## src/rtl/lockin_pkg.sv

```systemverilog
// Shared constants and helpers for the lock-in receive path.
//   CIC_ORDER  : number of integrator / comb stages in the decimator
//   OUT_W      : width of the decimated output sample
//   OUT_MAX/MIN: saturation limits of the output sample
//   cic_width  : internal CIC word width for a given log2 decimation ratio
//   out_shift  : right shift that maps the CIC gain onto the output width
package lockin_pkg;

  localparam int unsigned CIC_ORDER = 3;
  localparam int unsigned OUT_W     = 16;
  localparam int          OUT_MAX_I = 32767;
  localparam int          OUT_MIN_I = -32768;

  localparam logic [OUT_W-1:0] OUT_MAX = 16'h7FFF;
  localparam logic [OUT_W-1:0] OUT_MIN = 16'h8000;

  // Gain R**3 plus sign bit plus one bit of headroom for the full-scale +1 case.
  function automatic int unsigned cic_width(input int unsigned decim_log2);
    return CIC_ORDER * decim_log2 + 2;
  endfunction

  function automatic int unsigned out_shift(input int unsigned decim_log2);
    return CIC_ORDER * decim_log2 - (OUT_W - 1);
  endfunction

endpackage

```

## src/rtl/cic3_decim.sv

```systemverilog
// Third-order CIC decimator for a 1-bit (+1/-1) bitstream.
//   clk_i    : system clock
//   rst_ni   : asynchronous active-low reset
//   bit_i    : input bit, 1 -> +1, 0 -> -1, consumed every cycle
//   raw_o    : W-bit comb output, meaningful only while strobe_o is high
//   strobe_o : high in the cycle the phase counter equals R-1
// DECIM_LOG2 is log2 of the decimation ratio R, legal range 5..10.
module cic3_decim
  import lockin_pkg::*;
#(
  parameter  int unsigned DECIM_LOG2 = 8,
  localparam int unsigned W          = cic_width(DECIM_LOG2)
) (
  input  logic         clk_i,
  input  logic         rst_ni,
  input  logic         bit_i,
  output logic [W-1:0] raw_o,
  output logic         strobe_o
);

  logic [DECIM_LOG2-1:0] phase_q, phase_d;
  logic [W-1:0]          int1_q, int2_q, int3_q;
  logic [W-1:0]          int1_d, int2_d, int3_d;
  logic [W-1:0]          dly1_q, dly2_q, dly3_q;
  logic [W-1:0]          diff1, diff2, diff3;
  logic [W-1:0]          step;

  // Integrators chain combinationally so the comb sees integrator 3 as
  // updated in the strobe cycle itself; all arithmetic wraps modulo 2**W.
  always_comb begin
    step    = bit_i ? W'(1) : '1;
    int1_d  = int1_q + step;
    int2_d  = int2_q + int1_d;
    int3_d  = int3_q + int2_d;
    diff1   = int3_d - dly1_q;
    diff2   = diff1 - dly2_q;
    diff3   = diff2 - dly3_q;
    phase_d = phase_q + 1'b1;
  end

  assign strobe_o = (phase_q == '1);
  assign raw_o    = diff3;

  always_ff @(posedge clk_i or negedge rst_ni) begin
    if (!rst_ni) begin
      phase_q <= '0;
      int1_q  <= '0;
      int2_q  <= '0;
      int3_q  <= '0;
      dly1_q  <= '0;
      dly2_q  <= '0;
      dly3_q  <= '0;
    end else begin
      phase_q <= phase_d;
      int1_q  <= int1_d;
      int2_q  <= int2_d;
      int3_q  <= int3_d;
      if (strobe_o) begin
        dly1_q <= int3_d;
        dly2_q <= diff1;
        dly3_q <= diff2;
      end
    end
  end

endmodule

```

## src/rtl/sigma_delta_adc.sv

```systemverilog
// Sigma-delta ADC receive path: comparator synchroniser, modulator feedback,
// 3rd-order CIC decimation, shift and saturation to a signed 16-bit sample.
//   clk          : system clock
//   rst_n        : asynchronous active-low reset
//   comp_in      : raw comparator bit, asynchronous to clk
//   fb_out       : feedback bit to the RC integrator (synchronised comp_in)
//   sample       : signed decimated sample, held between strobes
//   sample_valid : one-cycle pulse when sample updates, period R
//   clip         : sample was saturated (qualified by sample_valid)
// DECIM_LOG2 is log2 of the decimation ratio R, legal range 5..10.
module sigma_delta_adc
  import lockin_pkg::*;
#(
  parameter int unsigned DECIM_LOG2 = 8
) (
  input  logic        clk,
  input  logic        rst_n,
  input  logic        comp_in,
  output logic        fb_out,
  output logic [15:0] sample,
  output logic        sample_valid,
  output logic        clip
);

  localparam int unsigned W     = cic_width(DECIM_LOG2);
  localparam int unsigned SHIFT = out_shift(DECIM_LOG2);

  localparam logic signed [W-1:0] SAT_HI = W'(OUT_MAX_I);
  localparam logic signed [W-1:0] SAT_LO = W'(OUT_MIN_I);

  logic                 sync1_q, sync2_q;
  logic [W-1:0]         raw;
  logic                 strobe;
  logic signed [W-1:0]  shifted;
  logic [OUT_W-1:0]     sample_q, sample_d;
  logic                 valid_q;
  logic                 clip_q, clip_d;

  cic3_decim #(
    .DECIM_LOG2(DECIM_LOG2)
  ) u_cic (
    .clk_i   (clk),
    .rst_ni  (rst_n),
    .bit_i   (sync2_q),
    .raw_o   (raw),
    .strobe_o(strobe)
  );

  always_comb begin
    shifted  = $signed(raw) >>> SHIFT;
    clip_d   = 1'b0;
    sample_d = shifted[OUT_W-1:0];
    if (shifted > SAT_HI) begin
      sample_d = OUT_MAX;
      clip_d   = 1'b1;
    end else if (shifted < SAT_LO) begin
      sample_d = OUT_MIN;
      clip_d   = 1'b1;
    end
  end

  always_ff @(posedge clk or negedge rst_n) begin
    if (!rst_n) begin
      sync1_q  <= 1'b0;
      sync2_q  <= 1'b0;
      sample_q <= '0;
      valid_q  <= 1'b0;
      clip_q   <= 1'b0;
    end else begin
      sync1_q <= comp_in;
      sync2_q <= sync1_q;
      valid_q <= strobe;
      if (strobe) begin
        sample_q <= sample_d;
        clip_q   <= clip_d;
      end
    end
  end

  assign fb_out       = sync2_q;
  assign sample       = sample_q;
  assign sample_valid = valid_q;
  assign clip         = clip_q;

endmodule

```

## config.mk

```make
export PLATFORM = sky130hd
export DESIGN_NAME = sigma_delta_adc
export DESIGN_NICKNAME = d
export VERILOG_FILES = /design/src/rtl/lockin_pkg.sv /design/src/rtl/cic3_decim.sv /design/src/rtl/sigma_delta_adc.sv
export SDC_FILE = /design/constraint.sdc
export NUM_CORES = 1
export LEC_CHECK = 0
export CAP_MARGIN = 30
export CORE_MARGIN = 2
export CORE_UTILIZATION = 50
export DETAILED_ROUTE_END_ITERATION = 10
export PLACE_DENSITY = 0.66
export SLEW_MARGIN = 20
export SYNTH_ARGS = -nofsm -noshare
export SYNTH_HDL_FRONTEND = slang
export SYNTH_SLANG_ARGS = --single-unit
```

## constraint.sdc

```tcl
create_clock -name clk -period 13.8 [get_ports clk]
set_clock_uncertainty 0.1 [all_clocks]
set_input_delay 2.76 -clock clk [delete_from_list [all_inputs] [get_ports clk]]
set_output_delay 2.76 -clock clk [all_outputs]
set_load 0.01 [all_outputs]
```

==> results list <==
- Status: finished clean
* Critical path's slowest cell: sky130_fd_sc_hd__inv_1
- Setup slack on the worst reg-to-reg path comes out at 2.99 ns.
* Synth Area in Compound Gates: 0.198
* Required time worst endpoint: about 14 ns
- Fraction of layout cells with a size suffix above 1: 0.0452
- Maximum number of buffers from clock root to sink: 2
* Number of gates resized after cts: 0
* Worst EP arrival: between 10 and 15 ns
- Relative slew margins: 0.461
- Placed insts: around 1700
- Effective utilization at floorplan: 0.505
- Vertical extent of the die: ~160 µm
- The initial antenna violation count was 0.
* Achievable frequency: 92.5 MHz
- In this run the tool buffered the top-level ports with 21 buffer cells.
- For this design the top-level I/O count stands at 22.
* First-pass GRT wire length: 42100 µm
- Total DRC errors in the routed layout: 0
* GRT Resource Usage Total: 0.192
- Final period util: 0.783
* Placement Rows: 58
- Synthesis produced a netlist whose cell count is ~1400.
- Synth async-reset ratio: 1.00
- ANT nets after route: 0
* Tightest Pin Transition: 0.808 ns
- Total Negative Setup Slacks: 0 ns
* R2r endpoint: sample[13]
- In this run the critical register-to-register path is launched from fb_out.
* Number of nets in the finished design: 1563
- Iteration-0 DRC count of the detailed router: 357
* Maximum fanout count along the critical path: 24
- Worst reg-to-reg path cell count: between 40 and 50
- Unrepaired setup endpoints after global routing: no
- The min-delay analysis places its worst path in the category reg2reg.
- Total CTS buffers: 17
- Of the total synthesized cell area, the portion taken by XOR and XNOR cells is 0.0946.
- Distinct cell type count of the synthesized netlist: 70
- Compared with the post-synthesis result, the final layout area differs by 9.33%.
* Post-layout minimum cycle time: 10.81 ns
* Core Region: roughly 0.025 mm²
- The synthesized netlist occupies a cell area of 0.0126 mm².
- Half-perimeter wire length after placement: roughly 18000 µm
- The number of pins with negative max-slew slack in the final report is 0.
* Number of cells in the finished layout apart from fillers: 1747
* Via count of the first global-routing pass: between 9000 and 10000
* Synth Area in Adders: 0.158
- Fill cells in the final layout number 2232.
- Clock Pin Slew Worst Setup and Hold Paths: 0.07 ns
- Final WL: 24100 µm
- Chip width: approximately 160 µm
- Dividing the detail-routed wire length by the instance count gives about 14 µm.
- Vias after detailed routing: 9430
- Number of warnings reported in the yosys synthesis log: 0
- For hold timing, the worst endpoint is fb_out.
- In this run the most critical hold path is launched from sync1_q.
- The root buffer cell chosen for the clock tree is sky130_fd_sc_hd__clkbuf_16.
- Clock tree synthesis found a total of 184 sinks.
- After clock tree synthesis, the setup repair step added 0 buffers.
* Die footprint: 0.0265 mm²
- Counting instances, the worst hold path has a depth of 0.
- The worst path meets setup with approximately 3 ns of slack.
* Simple-gate portion of the synthesized area: 0.130
- Number of iterations in the first detailed-routing pass: 4
- Total setup violations reported at the end of the flow: 0
- Synth Net Count: 1542
- Main combinational cell family by area after synthesis: compound AO/OA/AOI/OAI gates
- DR vias/cell: around 5.4
- Cts hold-fix bufs: 0
* Count of H-tree levels built during CTS: 4
* Per-instance average area after synthesis: slightly above 9 µm²
* Sequential-to-total area share from yosys stat: 0.366
* Last weighted congestion value of the routability-driven placer: 0.864
- Final global-route overflow total: 0
* Mux contribution to synthesized area: 0.00974
- Min Hold Slack: 0.251 ns
* Number of synthesized flops with an enable pin: 0
- Post-placement worst setup slack: between 3 and 4 ns
- Counting flops and latches in the post-synthesis netlist gives 184.
- The number of hold violations in the final report was 0.
- Entering global routing, the biggest net connects 72 pins.
- The later pin in the worst-skew pair is clocked with a latency of 0.44 ns.
- The tool flagged a number of max-cap violations equal to 0.
- The worst setup path is launched from a flip-flop.
- Among all flip-flop cells after synthesis, the most frequent one is sky130_fd_sc_hd__dfrtp_1.
- On the worst path, the slowest cell contributes a delay of 0.61 ns.
- TritonCTS built the clock tree.
- The number of antenna diodes in the final layout is 0.
* Class of the most critical setup path: reg2reg
* Setup crit end kind: flip-flop
critical path: cells and delay by family (launching register included):
family | cells | cell delay (ns)
fa+ha+maj | 6 | 2.08
xor+xnor | 6 | 0.97
flops | 1 | 0.43
compound gates | 23 | 5.06
buf+inv | 3 | 0.88
simple gates | 7 | 1.14
layer usage:
metal | up-vias | global-route usage | routed length (µm) | share of wire
li1 | 4908 | - | - | -
met1 | 4370 | 0.264 | 12200 | 0.51
met2 | 115 | 0.313 | 10900 | 0.45
met3 | 37 | 0.0295 | 533 | 0.022
met4 | 0 | 0.0591 | 444 | 0.018
met5 | - | 0 | 0 | 0
layout by cell type, fill, tap and decap left out, drive strengths merged, types with 10 or more instances in the layout:
cell,instances
nand3,21
clkbuf,18
o21a,20
o21ai,130
inv,129
nor2b,18
nor2,79
xor2,37
o21bai,14
xnor2,92
dfrtp,184
mux2,10
a211oi,13
a21o,36
a31oi,12
nand2,141
o211ai,12
a21oi,110
and3,13
clkdlybuf4s50,20
nor3,21
ha,151
nand2b,26
registers in the layout, summed over array words and instances, names as in the netlist:
signal and cells:
u_cic.dly1_q 26, u_cic.dly2_q 26, u_cic.dly3_q 26, u_cic.int1_q 26, u_cic.int2_q 26, u_cic.int3_q 26, sample 16, u_cic.phase_q 8
clip 1, fb_out 1, sample_valid 1, sync1_q 1
synthesized netlist by cell type (3+ instances only):
cell	instances	area, µm²
sky130_fd_sc_hd__a21o_1	36	270
sky130_fd_sc_hd__inv_1	121	454
sky130_fd_sc_hd__o21ai_1	10	50.1
sky130_fd_sc_hd__nor4_1	3	18.8
sky130_fd_sc_hd__a21oi_1	110	551
sky130_fd_sc_hd__or3_1	4	25.0
sky130_fd_sc_hd__o211ai_1	11	82.6
sky130_fd_sc_hd__mux2_2	10	113
sky130_fd_sc_hd__nor2_1	79	297
sky130_fd_sc_hd__xor2_1	37	324
sky130_fd_sc_hd__fa_1	5	100
sky130_fd_sc_hd__nand2b_1	26	163
sky130_fd_sc_hd__and4_1	3	26.3
sky130_fd_sc_hd__o41ai_1	3	26.3
sky130_fd_sc_hd__nand3_1	20	100
sky130_fd_sc_hd__a211oi_1	13	97.6
sky130_fd_sc_hd__clkbuf_1	21	78.8
sky130_fd_sc_hd__ha_1	151	1890
sky130_fd_sc_hd__o31a_1	3	26.3
sky130_fd_sc_hd__a2bb2oi_1	3	26.3
sky130_fd_sc_hd__nand2_1	141	529
sky130_fd_sc_hd__nand4_1	9	56.3
sky130_fd_sc_hd__xnor2_1	90	788
sky130_fd_sc_hd__and2_1	4	25.0
sky130_fd_sc_hd__o21bai_1	14	105
sky130_fd_sc_hd__a41o_1	3	30.0
sky130_fd_sc_hd__or2_2	3	18.8
sky130_fd_sc_hd__a31oi_1	12	75.1
sky130_fd_sc_hd__a21boi_0	7	52.6
sky130_fd_sc_hd__o21ai_0	118	591
sky130_fd_sc_hd__nor2b_1	18	113
sky130_fd_sc_hd__a41oi_1	4	35.0
sky130_fd_sc_hd__dfrtp_1	184	4600
sky130_fd_sc_hd__o21a_1	20	150
sky130_fd_sc_hd__o31ai_1	9	67.6
sky130_fd_sc_hd__and3_1	13	81.3
sky130_fd_sc_hd__nor3_1	21	105
how the worst max path moves through the flow:
| stage | from | endpoint | depth (start not counted) |
|---|---|---|---|
| finish | fb_out | sample[13] | 45 |
| global route | fb_out | sample[0] | 46 |
| CTS | fb_out | sample[13] | 45 |
| detailed placement | fb_out | sample[7] | 45 |
| global placement | fb_out | sample[7] | 45 |
| floorplan | fb_out | sample[11] | 47 |
cell type report:
type,count,area [µm²],share of cell area
timing repair buffer,26,251,0.0183
tap,330,413,0.0300
clock inverter,15,183,0.0133
sequential,184,4600,0.334
inverter,121,455,0.0331
clock buffer,17,425,0.0309
multi-input combinational,1054,7440,0.540
logic make-up after synthesis:
group                    Yosys count
multiplexers                      11
adder cells (fa/ha/maj)          156
AO/OA/AOI/OAI                    402
XOR/XNOR                         131
buffers and inverters            145
flip-flops                       184
AND/OR/NAND/NOR                  354
stage by stage:
stage	utilization	area (µm²)
after global routing	0.552	13800
after detailed placement	0.527	13200
after floorplan	-	12600
after CTS	0.552	13800
final	0.552	13800
after global placement	0.527	13200
Power is left out: the tool's default activity adds up to more than one toggle a clock period on the data nets, which glitch-free logic cannot reach.
